--- src/rtl/crossbar_config_pkg.sv ---
// crossbar_config_pkg: shared FSM encoding, route sentinel and FIFO entry layout
// Entry layout (MSB..LSB): {clear, from[W-1:0], to[W-1:0]}
package crossbar_config_pkg;
  localparam int ROUTE_NONE = -1;
  typedef enum logic {IDLE = 1'b0, CLEAR = 1'b1} state_t;
  function automatic int entry_width(input int w);
    return 2 * w + 1;
  endfunction
endpackage

--- src/rtl/crossbar_config_if.sv ---
// crossbar_config_if: route-request valid/ready channel
// valid/ready: handshake; clear: clear-all request; from/to: signed W-bit route indices
interface crossbar_config_if #(parameter int W = 3);
  logic valid, ready, clear;
  logic [W-1:0] from, to;
  modport master(output valid, clear, from, to, input ready);
  modport slave(input valid, clear, from, to, output ready);
endinterface

--- src/rtl/crossbar_cmd_fifo.sv ---
// crossbar_cmd_fifo: synchronous command FIFO with async active-high reset
// push/din: write; pop: advance head; full/empty: occupancy flags; head: oldest entry
module crossbar_cmd_fifo #(
  parameter int WIDTH = 7,
  parameter int DEPTH = 4
) (
  input  logic             clock,
  input  logic             reset,
  input  logic             push,
  input  logic             pop,
  input  logic [WIDTH-1:0] din,
  output logic             full,
  output logic             empty,
  output logic [WIDTH-1:0] head
);
  localparam int AW = $clog2(DEPTH);
  logic [WIDTH-1:0] mem [DEPTH];
  logic [AW:0] wr, rd;
  assign empty = wr == rd;
  assign full = (wr[AW] != rd[AW]) && (wr[AW-1:0] == rd[AW-1:0]);
  assign head = mem[rd[AW-1:0]];
  always_ff @(posedge clock or posedge reset)
    if (reset) begin
      wr <= '0;
      rd <= '0;
    end else begin
      if (push && !full) wr <= wr + 1'b1;
      if (pop && !empty) rd <= rd + 1'b1;
    end
  always_ff @(posedge clock)
    if (push && !full) mem[wr[AW-1:0]] <= din;
endmodule

--- src/rtl/crossbar_config.sv ---
// crossbar_config: route-command sequencer driving the crossbar from/to/put port
// clock/reset: rising-edge clock, async active-high reset
// req: request channel (slave); from/to/put: crossbar command, put is a one-cycle strobe
// drop: out-of-range destination discarded; busy: queue non-empty or clear walk running
// rd_to/rd_from: registered shadow-table readback
// CROSSBAR_CONFIG_READBACK_EN: enables shadow table; otherwise rd_from is constant -1
module crossbar_config import crossbar_config_pkg::*; #(
  parameter int W = 3,
  parameter int M = 4,
  parameter int N = 4,
  parameter int DEPTH = 4
) (
  input  logic         clock,
  input  logic         reset,
  crossbar_config_if.slave req,
  output logic [W-1:0] from,
  output logic [W-1:0] to,
  output logic         put,
  output logic         drop,
  output logic         busy,
  input  logic [W-1:0] rd_to,
  output logic [W-1:0] rd_from
);
  localparam int EW = entry_width(W);
  localparam int KW = N > 1 ? $clog2(N) : 1;
  localparam logic [W-1:0] NONE = W'(ROUTE_NONE);
  logic [EW-1:0] head;
  logic full, empty, pop, h_clear, to_ok, from_ok;
  logic [W-1:0] h_from, h_to, cmd_from, cmd_to, from_q, to_q;
  logic [KW-1:0] k, k_n;
  state_t state, state_n;
  assign {h_clear, h_from, h_to} = head;
  assign req.ready = ~full;
  crossbar_cmd_fifo #(.WIDTH(EW), .DEPTH(DEPTH)) u_fifo (
    .clock,
    .reset,
    .push(req.valid & ~full),
    .pop,
    .din({req.clear, req.from, req.to}),
    .full,
    .empty,
    .head
  );
  always_ff @(posedge clock or posedge reset)
    if (reset) begin
      state <= IDLE;
      k <= '0;
    end else begin
      state <= state_n;
      k <= k_n;
    end
  always_comb begin
    state_n = state == IDLE ? (!empty && h_clear ? CLEAR : IDLE) : (k == KW'(N - 1) ? IDLE : CLEAR);
    k_n = state == CLEAR ? k + KW'(1) : '0;
  end
  // Strobes decode straight from registered state and FIFO head, so a request
  // accepted at one edge is issued in the very next cycle.
  always_comb begin
    to_ok = !h_to[W-1] && int'(h_to) < N;
    from_ok = !h_from[W-1] && int'(h_from) < M;
    pop = state == IDLE && !empty;
    put = state == CLEAR || (pop && !h_clear && to_ok);
    drop = pop && !h_clear && !to_ok;
    cmd_from = state == CLEAR || !from_ok ? NONE : h_from;
    cmd_to = state == CLEAR ? W'(k) : h_to;
    from = put ? cmd_from : from_q;
    to = put ? cmd_to : to_q;
    busy = !empty || state == CLEAR;
  end
  // from/to keep the last issued command while put is low
  always_ff @(posedge clock or posedge reset)
    if (reset) begin
      from_q <= NONE;
      to_q <= '0;
    end else if (put) begin
      from_q <= cmd_from;
      to_q <= cmd_to;
    end
`ifdef CROSSBAR_CONFIG_READBACK_EN
  logic [W-1:0] shadow [N];
  logic rd_ok;
  assign rd_ok = !rd_to[W-1] && int'(rd_to) < N;
  always_ff @(posedge clock or posedge reset)
    if (reset) begin
      for (int i = 0; i < N; i++) shadow[i] <= NONE;
      rd_from <= NONE;
    end else begin
      if (put) shadow[to[KW-1:0]] <= from;
      rd_from <= rd_ok ? shadow[rd_to[KW-1:0]] : NONE;
    end
`else
  logic unused_rd;
  assign unused_rd = ^rd_to;
  assign rd_from = NONE;
`endif
endmodule
--- src/flat_wrapper.sv ---
// flat-port wrapper written by rule: the top's interface ports become plain ports
module crossbar_config_flat import crossbar_config_pkg::*;
#(
  parameter int W = 3,
  parameter int M = 4,
  parameter int N = 4,
  parameter int DEPTH = 4
)
  (clock, reset, from, to, put, drop, busy, rd_to, rd_from, req_valid, req_clear, req_from, req_to, req_ready);
  crossbar_config_if #(.W(W)) req_i ();
  input  logic clock;
  input  logic reset;
  output logic [W-1:0] from;
  output logic [W-1:0] to;
  output logic put;
  output logic drop;
  output logic busy;
  input  logic [W-1:0] rd_to;
  output logic [W-1:0] rd_from;
  input wire logic [$bits(req_i.valid)-1:0] req_valid;
  input wire logic [$bits(req_i.clear)-1:0] req_clear;
  input wire logic [$bits(req_i.from)-1:0] req_from;
  input wire logic [$bits(req_i.to)-1:0] req_to;
  output wire logic [$bits(req_i.ready)-1:0] req_ready;
  assign req_i.valid = req_valid;
  assign req_i.clear = req_clear;
  assign req_i.from = req_from;
  assign req_i.to = req_to;
  assign req_ready = req_i.ready;
  crossbar_config #(.W(W), .M(M), .N(N), .DEPTH(DEPTH)) u_core (.clock(clock), .reset(reset), .req(req_i), .from(from), .to(to), .put(put), .drop(drop), .busy(busy), .rd_to(rd_to), .rd_from(rd_from));
endmodule
--- config.mk ---
export PLATFORM = sky130hd
export DESIGN_NAME = crossbar_config_flat
export DESIGN_NICKNAME = d
export VERILOG_FILES = /design/src/rtl/crossbar_config_pkg.sv /design/src/rtl/crossbar_config_if.sv /design/src/rtl/crossbar_cmd_fifo.sv /design/src/rtl/crossbar_config.sv /design/src/flat_wrapper.sv
export SDC_FILE = /design/constraint.sdc
export NUM_CORES = 1
export LEC_CHECK = 0
export ABC_CLOCK_PERIOD_IN_PS = 5050
export CORE_MARGIN = 2
export CORE_UTILIZATION = 50
export DETAILED_ROUTE_END_ITERATION = 16
export PLACE_DENSITY = 0.75
export SETUP_SLACK_MARGIN = 0.02
export SYNTH_ARGS = -nofsm -noshare
export SYNTH_HDL_FRONTEND = slang
export SYNTH_SLANG_ARGS = --single-unit
--- constraint.sdc ---
create_clock -name clock -period 5.05 [get_ports clock]
set_clock_uncertainty 0.1 [all_clocks]
set_input_delay 1.01 -clock clock [delete_from_list [all_inputs] [get_ports clock]]
set_output_delay 1.01 -clock clock [all_outputs]
set_load 0.005 [all_outputs]
==> results.json <==
{
  "cp_slowest_cell": "dfrtp_1",
  "die_h_um": 64.6,
  "cts.htree.levels": 2,
  "seqCellArea_mm2": 0.00122,
  "maxCapViolCount": 0,
  "grt_pass1_vias": 1014,
  "hold_ws_ns": 0.349,
  "coreArea_mm2": 0.00361,
  "grt_pass1_wl_um": 4840,
  "synth_top_family_by_area": "multiplexers",
  "arrival_ns": 2.96,
  "max_freq_mhz": 245,
  "place.gp.congestion": 0.684,
  "drt.antenna.violating_nets": 0,
  "first_iter_violations": 42,
  "clkSinkCount": 43,
  "cts_buffers": 5,
  "hpwl_um": 1950,
  "synth_compound_area_share_pct": 4.57,
  "grt_usage_pct": 16.6,
  "area_growth_syn_to_layout_pct": 16.1,
  "synth_top_area_cell": "edfxtp_1",
  "vias_per_cell": 5.15,
  "synthesis.area_mm2": 0.00184,
  "vias": 948,
  "path_class": "flop to output pin",
  "worst_setup_path_end_kind": "output pin",
  "nNetsFinal": 154,
  "grt_antenna_before_repair": 0,
  "path_max_fanout": 10,
  "clock_latency_ns": 0.29,
  "die_w_um": 64.6,
  "slew_headroom_pct": 62.1,
  "start_util_pct": 50.9,
  "drt_pass1_iterations": 4,
  "async_flop_share_pct": 34.9,
  "final_max_slew_viol_count": 0,
  "worstPathRequired_ns": 3.94,
  "grt-ovfl-total": 0,
  "synth-simple-area-share_pct": 6.00,
  "synth-adder-area-share_pct": 4.09,
  "synth_edf_count": 28,
  "postCtsSetupBuffers": 0,
  "die_area_mm2": 0.00417,
  "yosys.cell_types.count": 28,
  "routed_wirelength_um": 2760,
  "hp-class": "flop to flop",
  "cellLeakagePower_nw": 0.792,
  "rows": 22,
  "clk_pin_slew_ns": 0.07,
  "drive_gt1_share_pct": 11.0,
  "ios": 26,
  "ys.flop_type": "edfxtp_1",
  "holdBufCountCts": 0,
  "place_ws_ns": 1.27,
  "yosysWarnings": 0,
  "hold_viol_final": 0,
  "setup_viol": 0,
  "setup_slack_ns": 0.976,
  "start_kind": "flop",
  "port_buffers": 19,
  "n_antenna_cell": 0,
  "syn_avg_cell_area_um2": 16.2,
  "vdd_ir_drop_max_uv": 282,
  "fin_crit_ns": 4.07,
  "synth-seq-cells": 43,
  "ys_top_cells_by_area": "edfxtp_1, dfrtp_1, mux4_1",
  "cts_tree": "built",
  "multi_input_area_um2": 558,
  "wl_per_cell_um": 15.0,
  "fin_crit_sh_pct": 80.7,
  "cts-root-buf": "clkbuf_8",
  "fin_tns_setup_ns": 0,
  "status": "complete, no violations",
  "nFillCells": 292,
  "drc": 0,
  "power.density_mw_per_mm2": 599,
  "cts.path.max_buffers": 2,
  "synthCells": 113,
  "synth_seq_area_share_pct": 66.5,
  "critical_path.cell_chain": "mux4_2 > a311oi_4 > mux2i_1 > a21oi_1 > clkdlybuf4s50_1",
  "max_stage_delay_ns": 0.69,
  "rsz0062_at_grt": "no",
  "final_core_util_pct": 59.1,
  "synthMuxAreaShare_pct": 11.3,
  "synth_top_area_share_pct": 45.8,
  "synthXorXnorAreaFrac_pct": 3.82,
  "cts_resized": 0,
  "tightest_slew_ns": 0.565,
  "grt_max_degree": 16
}
[cell type report]
class / instances / area share (%)
multi-input combinational: 60 / 26.2
tap: 48 / 2.82
clock inverter: 2 / 0.352
timing repair buffer: 19 / 8.93
inverter: 6 / 1.06
sequential: 43 / 57.3
clock buffer: 6 / 3.41
[routing by layer]
metal | routed length [um] | global-route usage, %
met3 | 149 | 6.60
met4 | 64 | 7.98
met2 | 1360 | 25.5
met5 | 0 | 0
met1 | 1190 | 20.7
[power breakdown]
group          internal [mW]  total [mW]  switching (mW)
Clock                 0.0942       0.199           0.105
Combinational          0.260       0.498           0.238
Sequential             0.495       0.579          0.0838
[critical path: cells and delay by family (launching register included)]
family	cells	cell delay, ns
multiplexers	2	0.77
flip-flops	1	0.69
AO/OA/AOI/OAI	2	0.68
buffers and inverters	1	0.53
[metrics by stage]
step           power, mW  cell area [um^2]  instances
2_1_floorplan      0.911              1840        115
3_3_place_gp        1.07              2050        176
3_5_place_dp        1.09              2050        176
4_1_cts             1.30              2130        184
5_1_grt             1.38              2130        184
6_report            1.28              2130        184
[sequential cells by signal (all words and copies together), names as in the netlist]
name	count
u_core.state	1
u_core.u_fifo.wr	3
u_core.u_fifo.rd	3
u_core.to_q	3
u_core.u_fifo.mem	28
u_core.k	2
u_core.from_q	3
[placed cells by master (no fill, tap or decap), types with 2 or more instances in the layout]
master,synthesis,layout
nor2_1,6,6
mux2i_1,2,2
clkinv_1,0,2
o21ai_0,6,6
conb_1,1,3
edfxtp_1,28,28
mux4_2,2,2
clkbuf_8,0,5
a21oi_1,3,3
a31oi_1,2,2
inv_1,6,6
dfrtp_1,12,12
xor2_1,3,3
xnor2_1,5,5
nand2_1,2,2
ha_1,6,6
and2_1,5,5
clkdlybuf4s50_1,0,19
mux4_1,5,5
nand3_1,3,3
dfstp_2,3,3
or2_2,2,2
[cell usage after synthesis (2+ instances only)]
cell / instances
a21oi_1: 3
a31oi_1: 2
and2_1: 5
buf_4: 3
dfrtp_1: 12
dfstp_2: 3
edfxtp_1: 28
ha_1: 6
inv_1: 6
mux2i_1: 2
mux4_1: 5
mux4_2: 2
nand2_1: 2
nand3_1: 3
nor2_1: 6
o21ai_0: 6
or2_2: 2
xnor2_1: 5
xor2_1: 3
[path summary, 6_finish.rpt]
kind                                     start                       to  slack (ns)  depth (start not counted)
setup / recovery           u_core.u_fifo.rd[0]                    to[1]        0.98                          5
hold / removal                     u_core.k[0]              u_core.k[0]        0.35                          1
setup reg to reg           u_core.u_fifo.rd[0]  u_core.u_fifo.mem[3][4]        2.61                          3
hold reg to reg                    u_core.k[0]              u_core.k[0]        0.35                          1
max in group asynchronous                reset         u_core.from_q[1]        3.52                          2
min in group asynchronous                reset      u_core.u_fifo.rd[2]        0.96                          2
[logic make-up after synthesis]
logic type / after synthesis
simple gates: 21
fa+ha+maj: 6
xor+xnor: 8
buf+inv: 12
compound gates: 12
other cells: 1
flops: 43
mux: 10
Power figures use the tool's default switching activity.
